**config.mk**
```make
export PLATFORM = sky130hd
export DESIGN_NAME = uart_rx_fifo
export DESIGN_NICKNAME = d
export VERILOG_FILES = /design/src/rtl/uart_rx_fifo.sv
export SDC_FILE = /design/constraint.sdc
export NUM_CORES = 1
export LEC_CHECK = 0
export CAP_MARGIN = 5
export CORE_MARGIN = 3
export CORE_UTILIZATION = 35
export DETAILED_ROUTE_END_ITERATION = 7
export HOLD_SLACK_MARGIN = 0.03
export PLACE_DENSITY = 0.61
export SYNTH_ARGS = -nofsm -noshare
export SYNTH_HDL_FRONTEND = slang
export SYNTH_SLANG_ARGS = --single-unit
```
**constraint.sdc**
```tcl
create_clock -name clk -period 3.4 [get_ports clk]
set_clock_uncertainty 0.05 [all_clocks]
set_input_delay 0.68 -clock clk [delete_from_list [all_inputs] [get_ports clk]]
set_output_delay 0.68 -clock clk [all_outputs]
set_load 0.1 [all_outputs]
```
**src/rtl/uart_rx_fifo.sv**
```systemverilog
// UART 8N1 receiver feeding a first-word fall-through FIFO.
// The head byte and its valid flag drive the cpu's data_in/data_available directly.
module uart_rx_fifo #(
   parameter int unsigned CLKS_PER_BIT    = 868,
   parameter int unsigned DATA_WIDTH      = 8,
   parameter int unsigned FIFO_ADDR_WIDTH = 4
) (
   input  logic                       clk,
   input  logic                       rst_n,
   input  logic                       rx,
   output logic [DATA_WIDTH-1:0]      data,
   output logic                       data_available,
   input  logic                       pop,
   output logic [FIFO_ADDR_WIDTH:0]   count,
   output logic                       framing_error,
   output logic                       overflow
);

   localparam int unsigned CntW    = $clog2(CLKS_PER_BIT);
   localparam int unsigned IdxW    = (DATA_WIDTH > 1) ? $clog2(DATA_WIDTH) : 1;
   localparam int unsigned Depth   = 1 << FIFO_ADDR_WIDTH;
   localparam int unsigned CountW  = FIFO_ADDR_WIDTH + 1;

   localparam logic [CntW-1:0]   HalfLoad = CntW'(CLKS_PER_BIT / 2 - 1);
   localparam logic [CntW-1:0]   FullLoad = CntW'(CLKS_PER_BIT - 1);
   localparam logic [IdxW-1:0]   LastIdx  = IdxW'(DATA_WIDTH - 1);
   localparam logic [CountW-1:0] Full     = CountW'(Depth);

   typedef enum logic [1:0] {StIdle, StStart, StData, StStop} state_e;

   state_e                      state_q, state_d;
   logic [CntW-1:0]             cnt_q, cnt_d;
   logic [IdxW-1:0]             idx_q, idx_d;
   logic [DATA_WIDTH-1:0]       shreg_q, shreg_d;
   logic                        rx_meta_q, rx_meta_d;
   logic                        rx_s_q, rx_s_d;
   logic                        rx_dly_q, rx_dly_d;
   logic                        fe_q, fe_d;
   logic                        ovf_q, ovf_d;
   logic [FIFO_ADDR_WIDTH-1:0]  wr_ptr_q, wr_ptr_d;
   logic [FIFO_ADDR_WIDTH-1:0]  rd_ptr_q, rd_ptr_d;
   logic [CountW-1:0]           count_q, count_d;
   logic [DATA_WIDTH-1:0]       mem_q [Depth];

   logic rx_fall;
   logic push_req;
   logic do_push;
   logic do_pop;

   // Receiver: sample points fall mid-bit, counted from the synchronized falling edge.
   always_comb begin
      rx_meta_d = rx;
      rx_s_d    = rx_meta_q;
      rx_dly_d  = rx_s_q;
      rx_fall   = rx_dly_q & ~rx_s_q;
      state_d   = state_q;
      cnt_d     = cnt_q;
      idx_d     = idx_q;
      shreg_d   = shreg_q;
      push_req  = 1'b0;
      fe_d      = 1'b0;
      unique case (state_q)
         StIdle: begin
            if (rx_fall) begin
               cnt_d   = HalfLoad;
               state_d = StStart;
            end
         end
         StStart: begin
            if (cnt_q != '0) begin
               cnt_d = cnt_q - 1'b1;
            end else if (rx_s_q) begin
               state_d = StIdle;
            end else begin
               cnt_d   = FullLoad;
               idx_d   = '0;
               state_d = StData;
            end
         end
         StData: begin
            if (cnt_q != '0) begin
               cnt_d = cnt_q - 1'b1;
            end else begin
               shreg_d[idx_q] = rx_s_q;
               cnt_d          = FullLoad;
               if (idx_q == LastIdx) begin
                  state_d = StStop;
               end else begin
                  idx_d = idx_q + 1'b1;
               end
            end
         end
         StStop: begin
            if (cnt_q != '0) begin
               cnt_d = cnt_q - 1'b1;
            end else begin
               state_d = StIdle;
               if (rx_s_q) begin
                  push_req = 1'b1;
               end else begin
                  fe_d = 1'b1;
               end
            end
         end
         default: state_d = StIdle;
      endcase
   end

   // A pop on a full FIFO frees the slot the simultaneous push needs.
   always_comb begin
      do_pop   = pop & (count_q != '0);
      do_push  = push_req & ((count_q != Full) | do_pop);
      ovf_d    = ovf_q | (push_req & ~do_push);
      wr_ptr_d = wr_ptr_q + FIFO_ADDR_WIDTH'(do_push);
      rd_ptr_d = rd_ptr_q + FIFO_ADDR_WIDTH'(do_pop);
      count_d  = count_q;
      if (do_push && !do_pop) begin
         count_d = count_q + 1'b1;
      end else if (do_pop && !do_push) begin
         count_d = count_q - 1'b1;
      end
   end

   always_ff @(posedge clk or negedge rst_n) begin
      if (!rst_n) begin
         state_q   <= StIdle;
         cnt_q     <= '0;
         idx_q     <= '0;
         shreg_q   <= '0;
         rx_meta_q <= 1'b1;
         rx_s_q    <= 1'b1;
         rx_dly_q  <= 1'b1;
         fe_q      <= 1'b0;
         ovf_q     <= 1'b0;
         wr_ptr_q  <= '0;
         rd_ptr_q  <= '0;
         count_q   <= '0;
      end else begin
         state_q   <= state_d;
         cnt_q     <= cnt_d;
         idx_q     <= idx_d;
         shreg_q   <= shreg_d;
         rx_meta_q <= rx_meta_d;
         rx_s_q    <= rx_s_d;
         rx_dly_q  <= rx_dly_d;
         fe_q      <= fe_d;
         ovf_q     <= ovf_d;
         wr_ptr_q  <= wr_ptr_d;
         rd_ptr_q  <= rd_ptr_d;
         count_q   <= count_d;
      end
   end

   always_ff @(posedge clk) begin
      if (do_push) begin
         mem_q[wr_ptr_q] <= shreg_q;
      end
   end

   assign data_available = (count_q != '0);
   assign data           = data_available ? mem_q[rd_ptr_q] : '0;
   assign count          = count_q;
   assign framing_error  = fe_q;
   assign overflow       = ovf_q;

endmodule

```
==> results.sh, run 1 <==
export IMPL_outcome="complete, no violations"
export IMPL_drive_above_1_share=0.292
export IMPL_layout_common_cells="128 x edfxtp_1, 32 x mux4_2, 32 x dfrtp_1, 31 x buf_4"
export IMPL_cellLeakagePower_nw=2.99
export IMPL_clk_pin_slew_ns=0.07
export IMPL_dieArea_um2=22500
export IMPL_antennaDiodeCount=0
export IMPL_hold_class="register to register"
export IMPL_dp_cells=725
export IMPL_synth_edff_count=128
export IMPL_slew_headroom=0.390
export IMPL_fp_coreArea_um2=20300
export IMPL_finalCriticalPeriod_ns=3.18
export IMPL_p_per_area_nw_per_um2=915
export IMPL_synth_ff_type="edfxtp_1"
export IMPL_wl_per_cell_um=18.4
export IMPL_synth_top_cell_area_share=0.530
export IMPL_cap_viol_max_count=0
export IMPL_via_per_inst=5.15
export IMPL_worstPathMaxFanout=8
export IMPL_fin_nets=497
export IMPL_drt_first_pass_iters=5
export IMPL_fp_dieW_um=150
export IMPL_cts_setup_buffers=0
export IMPL_cts_resized=0
export IMPL_io_buffers=19
export IMPL_synthDistinctLibCells=62
export IMPL_peakVddDrop_mv=1.08
export IMPL_overflow=0
export IMPL_final_cells=757
export IMPL_async_flop_share=0.243
export IMPL_crit_type="register to primary output"
export IMPL_syn_inst=435
export IMPL_clock_fmax_mhz=314
export IMPL_hold_viol=0
export IMPL_fin_crit_sh=0.936
export IMPL_io_pins=20
export IMPL_clock_latency_ns=0.43
export IMPL_grt_max_degree=42
export IMPL_cts_root_buf="clkbuf_16"
export IMPL_layout_commonest_cell="edfxtp_1"
export IMPL_synth_nets=458
export IMPL_setup_viol=0
export IMPL_antenna_found_initial=0
export IMPL_grt_pass1_wl_mm=22.0
export IMPL_initial_core_util=0.357
export IMPL_worstPathArrival_ns=2.45
export IMPL_grt_pass1_vias=3915
export IMPL_grt_usage=0.131
export IMPL_cts_hold_fix_buffers=0
export IMPL_clockBufferDepth=2
export IMPL_cp_required_ns=2.67
export IMPL_vias=3901
export IMPL_avgSynthCellArea_um2=16.7
export IMPL_synth_top_cells_by_area="edfxtp_1 53%, dfrtp_1 13%, mux4_2 9.9%, ha_1 3.1%, mux2i_1 2.5%"
export IMPL_h_tree_depth=4
export IMPL_cts_tree="yes"
export IMPL_ys_ff_latch=169
export IMPL_clock_sink_count=169
export IMPL_drtIter0Drc=210
export IMPL_drv_slew=0
export IMPL_synth_area_um2=7260
export IMPL_setup_tns_ns=0
export IMPL_rsz0062_at_grt="false"
export IMPL_die_y_um=150
export IMPL_total_power_w=0.00792
export IMPL_startpoint_type="register"
export IMPL_area_growth_pct=19.3
export IMPL_numCtsBuffers=17
export IMPL_totalWireLength_mm=13.9
export IMPL_critical_path_endpoint_type="primary output"
export IMPL_tightestPinTransition_ns=0.915
export IMPL_antenna_left=0
export IMPL_rows=52
export IMPL_ys_seq_area_frac=0.672
export IMPL_yosysTopAreaCell="edfxtp_1"
export IMPL_yosysWarnings=0
export IMPL_remaining_drc_errors=0
export IMPL_gp_congestion=0.771
export IMPL_hpwl_mm=9.07
## Yosys cell counts, drive strengths merged, types with 2 or more instances
library cell / count
nand2b: 5
nand3: 8
a22o: 4
nor4b: 3
xnor2: 6
buf: 10
xor2: 3
mux4: 32
o22a: 3
a21o: 2
nor3: 14
a21oi: 13
a31oi: 4
nand4b: 2
edfxtp: 128
o22ai: 10
nand2: 15
ha: 18
mux2: 8
nor2: 14
nor4: 9
mux2i: 18
clkbuf: 13
dfrtp: 38
dfstp: 3
nand3b: 2
o21ai: 12
nor3b: 2
inv: 16
## area by class of cell
| class | count | area (um2) |
|---|---|---|
| Clock buffer | 17 | 425 |
| Clock inverter | 15 | 183 |
| Fill cell | 1808 | 11600 |
| Inverter | 16 | 60.1 |
| Multi-Input combinational cell | 227 | 2330 |
| Sequential cell | 169 | 4880 |
| Tap cell | 270 | 338 |
| Timing Repair Buffer | 43 | 438 |
## kinds of logic (layout without fill, tap and decap cells)
| logic type | after synthesis | count (layout) | share of synthesized area |
|---|---|---|---|
| AOI/OAI and AO/OA | 58 | 58 | 0.0512 |
| xor gates and xnor gates | 9 | 9 | 0.0109 |
| adders and majority gates | 19 | 19 | 0.0338 |
| buffers and inverters | 39 | 91 | 0.0228 |
| DFF | 169 | 169 | 0.672 |
| muxes | 58 | 58 | 0.137 |
| and+or+nand+nor | 83 | 83 | 0.0731 |
## where the power goes
group	switching (W)	leakage, nW	internal, W
registers	0.000173	1.60	0.00234
clock network	0.000841	0.294	0.00111
logic	0.00211	1.10	0.00134
## flip-flops by register name, indices dropped and copies added (netlist names), 3 cells and up, named ones only
name      cells
mem_q       128
cnt_q        10
shreg_q       8
count         5
rd_ptr_q      4
wr_ptr_q      4
idx_q         3
## final timing paths
check                      cells after the start  slack (ns)     endpoint       from
min                                            0        0.31     rx_dly_d  rx_meta_q
max in group asynchronous                      1        2.33  rd_ptr_q[0]      rst_n
min reg2reg                                    0        0.31     rx_dly_d  rx_meta_q
min in group asynchronous                      1        0.33     cnt_q[5]      rst_n
max                                            5        0.22      data[6]   count[0]
max reg2reg                                   12        0.37     count[4]   cnt_q[0]
## layer usage
metal / global-route usage / vias up / part of all wire
met5: 0 / - / 0
met4: 0.0476 / 0 / 0.018
met3: 0.0257 / 15 / 0.035
met2: 0.212 / 67 / 0.48
met1: 0.177 / 2019 / 0.46
li1: - / 1800 / -
## worst max-delay path, cell delays in order, from the launching register on
cell and delay [ns]:
dfrtp_2 0.44, nor4_1 0.41, nand2b_2 0.21, nand2_1 0.58, o22ai_4 0.17, buf_12 0.21
## through the flow
stage	hold slack, ns	utilization	cell area (um2)	setup slack, ns
2_1_floorplan	0.295	-	7380	0.00375
5_1_grt	0.312	0.426	8650	0.0899
6_report	0.309	0.426	8650	0.218
3_3_place_gp	0.300	0.396	8050	0.306
4_1_cts	0.311	0.426	8650	0.211
3_5_place_dp	0.301	0.396	8050	0.232
Power figures use the tool's default switching activity.
==> run 2, diff against run 1 <==
--- a/config.mk
+++ b/config.mk
@@ -9,7 +9,7 @@
 export CORE_MARGIN = 3
 export CORE_UTILIZATION = 35
 export DETAILED_ROUTE_END_ITERATION = 7
-export HOLD_SLACK_MARGIN = 0.03
+export HOLD_SLACK_MARGIN = 0.12
 export PLACE_DENSITY = 0.61
 export SYNTH_ARGS = -nofsm -noshare
 export SYNTH_HDL_FRONTEND = slang
==> results of run 2 <==
The final DEF is identical to that of run 1; final timing and power are the same.
